<file path="src/rtl/lgn_pkg.sv">
// Shared defaults and FSM state type for the logic-gate-network class scorer.
package lgn_pkg;

  localparam int unsigned DefN       = 15;
  localparam int unsigned DefClasses = 10;
  localparam int unsigned DefSumW    = 4;
  localparam int unsigned DefClsW    = 4;

  typedef enum logic [1:0] {
    StIdle,
    StScan,
    StDone
  } state_e;

endpackage

</file>
<file path="src/rtl/lgn_popcount.sv">
// Combinational population count of an N-bit group, zero-extended to SUM_W bits.
module lgn_popcount #(
  parameter int unsigned N     = 15,
  parameter int unsigned SUM_W = 4
) (
  input  logic [N-1:0]     bits,
  output logic [SUM_W-1:0] count
);

  always_comb begin
    count = '0;
    for (int i = 0; i < N; i++) begin
      count = count + SUM_W'(bits[i]);
    end
  end

endmodule

</file>
<file path="src/rtl/lgn_score_sequencer.sv">
// Time-multiplexed class scorer: snapshots the net output, popcounts one class per
// cycle through a shared popcounter, stores per-class scores and tracks the argmax.
module lgn_score_sequencer
  import lgn_pkg::*;
#(
  parameter int unsigned N       = DefN,
  parameter int unsigned CLASSES = DefClasses,
  parameter int unsigned SUM_W   = DefSumW,
  parameter int unsigned CLS_W   = DefClsW
) (
  input  logic                 clk,
  input  logic                 rst,
  input  logic                 start,
  input  logic [CLASSES*N-1:0] net_out,
  output logic                 busy,
  output logic                 done,
  output logic [CLS_W-1:0]     best_class,
  output logic [SUM_W-1:0]     best_score,
  input  logic [CLS_W-1:0]     score_sel,
  output logic [SUM_W-1:0]     score_rd
);

  state_e                 state_q, state_d;
  logic [CLASSES*N-1:0]   snap_q, snap_d;
  logic [CLS_W-1:0]       cls_q, cls_d;
  logic [CLS_W-1:0]       run_class_q, run_class_d;
  logic [SUM_W-1:0]       run_best_q, run_best_d;
  logic [CLS_W-1:0]       best_class_q, best_class_d;
  logic [SUM_W-1:0]       best_score_q, best_score_d;
  logic                   done_q, done_d;
  logic [SUM_W-1:0]       score_q [CLASSES];
  logic                   score_we;
  logic [N-1:0]           slice;
  logic [SUM_W-1:0]       pc;

  assign slice = snap_q[cls_q*N +: N];

  lgn_popcount #(
    .N     (N),
    .SUM_W (SUM_W)
  ) u_popcount (
    .bits  (slice),
    .count (pc)
  );

  always_comb begin
    state_d      = state_q;
    snap_d       = snap_q;
    cls_d        = cls_q;
    run_class_d  = run_class_q;
    run_best_d   = run_best_q;
    best_class_d = best_class_q;
    best_score_d = best_score_q;
    done_d       = 1'b0;
    score_we     = 1'b0;
    unique case (state_q)
      StIdle: begin
        if (start) begin
          snap_d      = net_out;
          cls_d       = '0;
          run_best_d  = '0;
          run_class_d = '0;
          state_d     = StScan;
        end
      end
      StScan: begin
        score_we = 1'b1;
        // Strict compare keeps the lowest index on ties.
        if (cls_q == '0 || pc > run_best_q) begin
          run_best_d  = pc;
          run_class_d = cls_q;
        end
        if (cls_q == CLS_W'(CLASSES - 1)) begin
          state_d = StDone;
        end else begin
          cls_d = cls_q + 1'b1;
        end
      end
      StDone: begin
        best_class_d = run_class_q;
        best_score_d = run_best_q;
        done_d       = 1'b1;
        state_d      = StIdle;
      end
      default: state_d = StIdle;
    endcase
  end

  always_ff @(posedge clk or posedge rst) begin
    if (rst) begin
      state_q      <= StIdle;
      snap_q       <= '0;
      cls_q        <= '0;
      run_class_q  <= '0;
      run_best_q   <= '0;
      best_class_q <= '0;
      best_score_q <= '0;
      done_q       <= 1'b0;
    end else begin
      state_q      <= state_d;
      snap_q       <= snap_d;
      cls_q        <= cls_d;
      run_class_q  <= run_class_d;
      run_best_q   <= run_best_d;
      best_class_q <= best_class_d;
      best_score_q <= best_score_d;
      done_q       <= done_d;
    end
  end

  always_ff @(posedge clk or posedge rst) begin
    if (rst) begin
      for (int i = 0; i < CLASSES; i++) begin
        score_q[i] <= '0;
      end
    end else if (score_we) begin
      score_q[cls_q] <= pc;
    end
  end

  always_comb begin
    score_rd = '0;
    if (int'(score_sel) < int'(CLASSES)) begin
      score_rd = score_q[score_sel];
    end
  end

  assign busy       = (state_q != StIdle);
  assign done       = done_q;
  assign best_class = best_class_q;
  assign best_score = best_score_q;

endmodule

</file>
<file path="config.mk">
export PLATFORM = sky130hd
export DESIGN_NAME = lgn_score_sequencer
export DESIGN_NICKNAME = d
export VERILOG_FILES = /design/src/rtl/lgn_pkg.sv /design/src/rtl/lgn_popcount.sv /design/src/rtl/lgn_score_sequencer.sv
export SDC_FILE = /design/constraint.sdc
export NUM_CORES = 1
export LEC_CHECK = 0
export CAP_MARGIN = 20
export CORE_MARGIN = 2
export CORE_UTILIZATION = 38
export DETAILED_ROUTE_END_ITERATION = 16
export GPL_TIMING_DRIVEN = 1
export SYNTH_ARGS = -nofsm -noshare
export SYNTH_HDL_FRONTEND = slang
export SYNTH_SLANG_ARGS = --single-unit
export TNS_END_PERCENT = 30
</file>
<file path="constraint.sdc">
create_clock -name clk -period 8.7 [get_ports clk]
set_input_delay 0.87 -clock clk [delete_from_list [all_inputs] [get_ports clk]]
set_output_delay 0.87 -clock clk [all_outputs]
set_load 0.02 [all_outputs]
</file>
Yosys cells after proc, flatten, opt, wreduce, memory -nomap -nowiden:

Index checks and enable logic that the tools add are counted.

* memory bits (writable): 0
* bits in registers: 213
* ROM bits: 0
* bits in latches: 0
* input bits: 157
* output and inout port bits: 14
* memories kept: 0

* shift operators: 1
* div/mod/pow operators: 0
* multiply operators: 1
* bitwise operators: 2
* equality and inequality tests: 7
* reductions and logical operators: 10
* muxes and demuxes: 19
* add/subtract/negate cells: 15
* $lt $le $gt $ge: 5

Operators by type and width (number)
* 150-bit by 9-bit indexed part select with 15-bit output: 1
* 4-bit by 1-bit adder with 4-bit output: 13
* 40-bit bitwise mux: 1
* 4-bit two-way mux: 8
* 4-bit case mux with 2 select lines: 3
* 4-bit binary-select mux with 4-bit select: 1
* 4-bit demux with 4-bit select: 1
* 5-bit greater-or-equal comparator (second input constant): 2
* 4-bit inverter with 5-bit output: 2
* 4-bit by 4-bit multiplier with 8-bit output (second input constant): 1
* 2-bit inequality test (second input constant): 4
* 3-bit AND reduction: 2
* 5-bit by 1-bit < comparator with 1-bit output (second input constant): 1
* 4-bit by 1-bit adder with 4-bit output (second input constant): 1
* 4-bit == test (second input constant): 1
* 4-bit > comparator: 1
* 4-bit logical NOT: 1
* 4-bit < comparator (second input constant): 1
* 2-bit two-way mux: 2
* 2-bit case mux with 2 select lines: 1
* 2-bit AND reduction: 2
* 2-bit nonzero test: 2
* 1-bit by 1-bit adder with 2-bit output: 1
* 2-bit by 1-bit == test with 1-bit output (second input constant): 1
* 5 further kinds: 6

Longest topological paths before layout:

* depth after elaboration: 20
* depth in mapped cells: 25
* mapped depth without buffers: 23

By module:

A second synthesis with hierarchy kept.

* cell total of the unflattened synthesis: 1056
* area total of the unflattened synthesis: 10090.9 um^2

By module, submodules not included
* lgn_score_sequencer: times used 1, cells an instance 1020, seq. area each 5330.1 um^2, area an instance 9765.6 um^2
* lgn_popcount: times used 1, cells an instance 36, seq. area each 0.0 um^2, area an instance 325.3 um^2

Least setup slack after synthesis:

OpenSTA, ideal clock, no wires.

* path kind: register to register
* start: reg cls_q[0]
* end: reg run_class_q[0]
* setup slack: 2623 ps
* required time: 8575 ps
* cell stages (with the launch flop): 23
* period minus slack after synthesis: 6077 ps
* arrival time: 5952 ps
* library setup time: 125 ps
* path through: dfrtp_1 buf_4 buf_4 mux4_2 nand3_1 o21ai_0 ha_1 fa_1 fa_1 inv_1 fa_1 fa_1 inv_1 ha_1 a21o_1 a21oi_1 xor2_1 inv_1 ha_1 a21oi_1 a21oi_1 a211oi_4 mux2_4

* cells in the longest elaborated chain, start to end: 20
* elaborated cells between the ends (all ways): 23
* those cells by class: add/sub: 14; mul: 1; order compare: 1; eq/ne: 1; shift: 1; mux: 2; reduce/logical: 3

Ends and longest elaborated chain
* start: declaration: RTL line lgn_score_sequencer.sv:25 `logic [CLS_W-1:0] cls_q, cls_d;`
* start signal: assignment: RTL line lgn_score_sequencer.sv:102 `cls_q <= cls_d;`
* 4-bit by 4-bit multiplier with 8-bit output *: RTL line lgn_score_sequencer.sv:36 `assign slice = snap_q[cls_q*N +: N];`
* 150-bit by 9-bit indexed part select with 15-bit output *: RTL line lgn_score_sequencer.sv:36
* 1-bit by 1-bit adder with 2-bit output: RTL line lgn_popcount.sv:13 `count = count + SUM_W'(bits[i]);`
* 4-bit by 1-bit adder with 4-bit output (12 in series): RTL line lgn_popcount.sv:13
* 4-bit by 1-bit adder with 4-bit output *: RTL line lgn_popcount.sv:13
* named net pc[3]: RTL line lgn_score_sequencer.sv:34 `logic [SUM_W-1:0] pc;`
* 4-bit > comparator *: RTL line lgn_score_sequencer.sv:69 `if (cls_q == '0 || pc > run_best_q) begin`
* 1-bit logical OR *: RTL line lgn_score_sequencer.sv:69
* 2-bit inequality test (no source line) *
* 3-bit AND reduction (no source line) *
* end signal: assignment: RTL line lgn_score_sequencer.sv:103 `run_class_q <= run_class_d;`
* end: declaration: RTL line lgn_score_sequencer.sv:26 `logic [CLS_W-1:0] run_class_q, run_class_d;`

The timed path passes the listed nets; every way through them passes the cells marked *. The select of a mux whose other input is x is not followed.
A chain may end at the register's enable or synchronous reset.

Final worst setup path:

Ends and elaborated chain as after synthesis.

==> results_dict.tcl <==
set metrics [dict create \
    ctsResizeCount 0 \
    pre_cts_slack_ns 1.50 \
    arrival_ns 7.50 \
    worst_slack_ns 1.59 \
    path_cells "buf_4 -> mux2i_1 -> nor2_1 -> a21oi_1 -> o21ai_0 -> ha_1 -> fa_1 -> fa_1 -> inv_1 -> fa_1 -> fa_1 -> inv_1 -> ha_1 -> a21o_1 -> a21oi_1 -> xor2_1 -> inv_1 -> ha_1 -> a21oi_1 -> a21oi_1 -> a211oi_4 -> mux2_4" \
    grt_setup_unrepaired "false" \
    gp_congestion 0.799 \
    slowest_delay_ns 0.81 \
    finalHoldViolCount 0 \
    synth_compound_area_frac 0.0396 \
    fin_area_mm2 0.0127 \
    fmax_mhz 141 \
    ys_warn_count 0 \
    critPathLaunchType "register" \
    setup_viol_count_final 0 \
    cts_buffer_depth 3 \
    cpLargestDelayFamily "adder cells" \
    wirelength_mm 23.8 \
    root_buffer "clkbuf_16" \
    place_hpwl_mm 17.2 \
    synth-simple-area-share 0.0484 \
    place_area_mm2 0.0119 \
    dieHeight_um 166 \
    worst-path-stages 22 \
    multi_input_area_mm2 0.00433 \
    die_w_um 166 \
    antenna_found_initial 0 \
    min_period_ns 7.11 \
    final_common_cell "dfrtp_1" \
    syn_nets 902 \
    grt_pass1_wl_mm 38.0 \
    syn_area_per_cell_um2 13.8 \
    dr.pass1.iters 4 \
    synthCells 722 \
    synth_cell_type_count 35 \
    htreeDepth 1 \
    holdPathStages 2 \
    cp-end-kind "register" \
    final_nets 1063 \
    clk_pin_slew_worst_paths_ns 0.06 \
    rows 59 \
    drt_iter0_drc 322 \
    fin_crit_sh 0.817 \
    cp_max_fo 32 \
    maxSlewHeadroom 0.332 \
    core_mm2 0.0259 \
    syn2layout_area_growth_pct 27.5 \
    fin_skew_ns 0.00765 \
    crit_buf_inv 4 \
    grt_pass1_vias 6704 \
    synthAdderAreaFrac 0.0356 \
    post_cts_buffers 0 \
    grt-ovfl-total 0 \
    final_cell_mix "dfrtp_1 (211), clkdlybuf4s50_1 (170), mux2_2 (151)" \
    clock-sinks 213 \
    reg2reg_depth 22 \
    finalMaxSlewViolations 0 \
    ys_seq_area_frac 0.534 \
    synthMuxAreaShare 0.308 \
    grt_max_degree 138 \
    required_ns 9.09 \
    vias_per_cell 5.07 \
    fin_tns_setup_ns 0 \
    num_vias 6267 \
    run_status "completed" \
    drv_cap 0 \
    hold_buffers 0 \
    worst_path_max_delay_cell "dfrtp_4" \
    synth_xor_area_frac 0.00263 \
    tightest_slew_ns 1.00 \
    final_util 0.491 \
    drtAntennaViolNets 0 \
    synth_top_family_by_area "multiplexers" \
    fp.dieArea_mm2 0.0276 \
    drc_errors 0 \
    pin_count 171 \
    tritoncts "yes" \
    fill_cells 2270 \
    seq_area_mm2 0.00534 \
    layout-drive-gt1-share 0.270 \
    start_util 0.385 \
    grt.total_usage 0.174 \
    crit_type "register to register" \
    io_buffers 170 \
    hold_class "register to register" \
    clkLatencyLatePin_ns 0.51 \
    synth_area_mm2 0.00998 \
    wl_per_cell_um 19.3 \
    antenna_cells 0 \
    cts_buffers 24 \
    synth-seq-cells 213 \
]
cells in the mapped netlist:
library cell / n / share of area
a211oi_4: 1 / 0.0020
a21o_1: 1 / 0.00075
a21oi_1: 19 / 0.0095
and3_1: 1 / 0.00063
buf_1: 2 / 0.00075
buf_2: 13 / 0.0065
buf_4: 12 / 0.0090
buf_6: 1 / 0.0011
clkbuf_1: 15 / 0.0056
dfrtp_1: 213 / 0.53
fa_1: 9 / 0.018
ha_1: 14 / 0.018
inv_1: 24 / 0.0090
mux2_1: 17 / 0.019
mux2_2: 151 / 0.17
mux2_4: 1 / 0.0015
mux2i_1: 31 / 0.031
mux4_2: 38 / 0.086
nand2_1: 50 / 0.019
nand2b_1: 1 / 0.00063
nand3_1: 17 / 0.0085
nand3b_1: 4 / 0.0030
nand4_1: 1 / 0.00063
nand4b_1: 3 / 0.0026
nor2_1: 21 / 0.0079
nor2_4: 1 / 0.0011
nor2b_1: 1 / 0.00063
nor2b_2: 1 / 0.00088
nor2b_4: 1 / 0.0014
nor3_2: 1 / 0.0010
o211ai_2: 1 / 0.0013
o21ai_0: 52 / 0.026
or2_1: 1 / 0.00063
xnor2_1: 1 / 0.00088
xor2_1: 2 / 0.0018
path summary, 6_finish.rpt:
check,startpoint,slack (ns),end
worst min-delay path,score_q[3],0.48,score_q[3]
max in group asynchronous,rst,6.08,cls_q[0]
worst max register to register,cls_q[0],1.59,run_class_q[0]
worst min register to register,score_q[3],0.48,score_q[3]
min in group asynchronous,rst,0.94,snap_q[147]
worst max-delay path,cls_q[0],1.59,run_class_q[0]
state kept, by name (all words and copies together), names as in the netlist:
signal / count
snap_q: 150
score_q: 40
best_class: 4
best_score: 4
cls_q: 4
run_best_q: 4
run_class_q: 4
state_q: 2
done: 1
metal layers:
layer | global-route usage | part of all wire | up-vias
met1 | 0.255 | 0.48 | 3157
met5 | 0 | 0 | -
met3 | 0.0307 | 0.045 | 32
met4 | 0.0386 | 0.018 | 0
li1 | - | - | 2907
met2 | 0.272 | 0.46 | 171
cells by family (layout without fill, tap and decap cells):
family / after synthesis / after routing
adders and majority gates: 23 / 23
buffers and inverters: 67 / 245
and+or+nand+nor: 104 / 104
DFF: 213 / 213
AOI/OAI and AO/OA: 74 / 74
muxes: 238 / 238
xor gates and xnor gates: 3 / 3
worst reg2reg max path, stage by stage (launching register included):
cell,delay [ns]
dfrtp_4,0.81
buf_4,0.39
mux2i_1,0.21
nor2_1,0.06
a21oi_1,0.15
o21ai_0,0.11
ha_1,0.33
fa_1,0.51
fa_1,0.43
inv_1,0.08
fa_1,0.44
fa_1,0.55
inv_1,0.07
ha_1,0.29
a21o_1,0.15
a21oi_1,0.16
xor2_1,0.59
inv_1,0.14
ha_1,0.35
a21oi_1,0.16
a21oi_1,0.12
a211oi_4,0.53
mux2_4,0.34
metrics by stage:
stage	hold WS, ns	std cells
global route	0.505	1235
CTS	0.482	1235
floorplan	0.445	722
detailed placement	0.469	1192
global placement	0.458	1192
finish	0.478	1235
cell type report:
class | count | area share
Sequential cell | 213 | 0.419
Multi-Input combinational cell | 442 | 0.340
Timing Repair Buffer | 178 | 0.138
Clock buffer | 37 | 0.0566
Tap cell | 335 | 0.0329
Inverter | 24 | 0.00767
Clock inverter | 6 | 0.00462
Power is not shown: default switching activity piles up to over one toggle a cycle in this logic, so the estimate is an artifact.
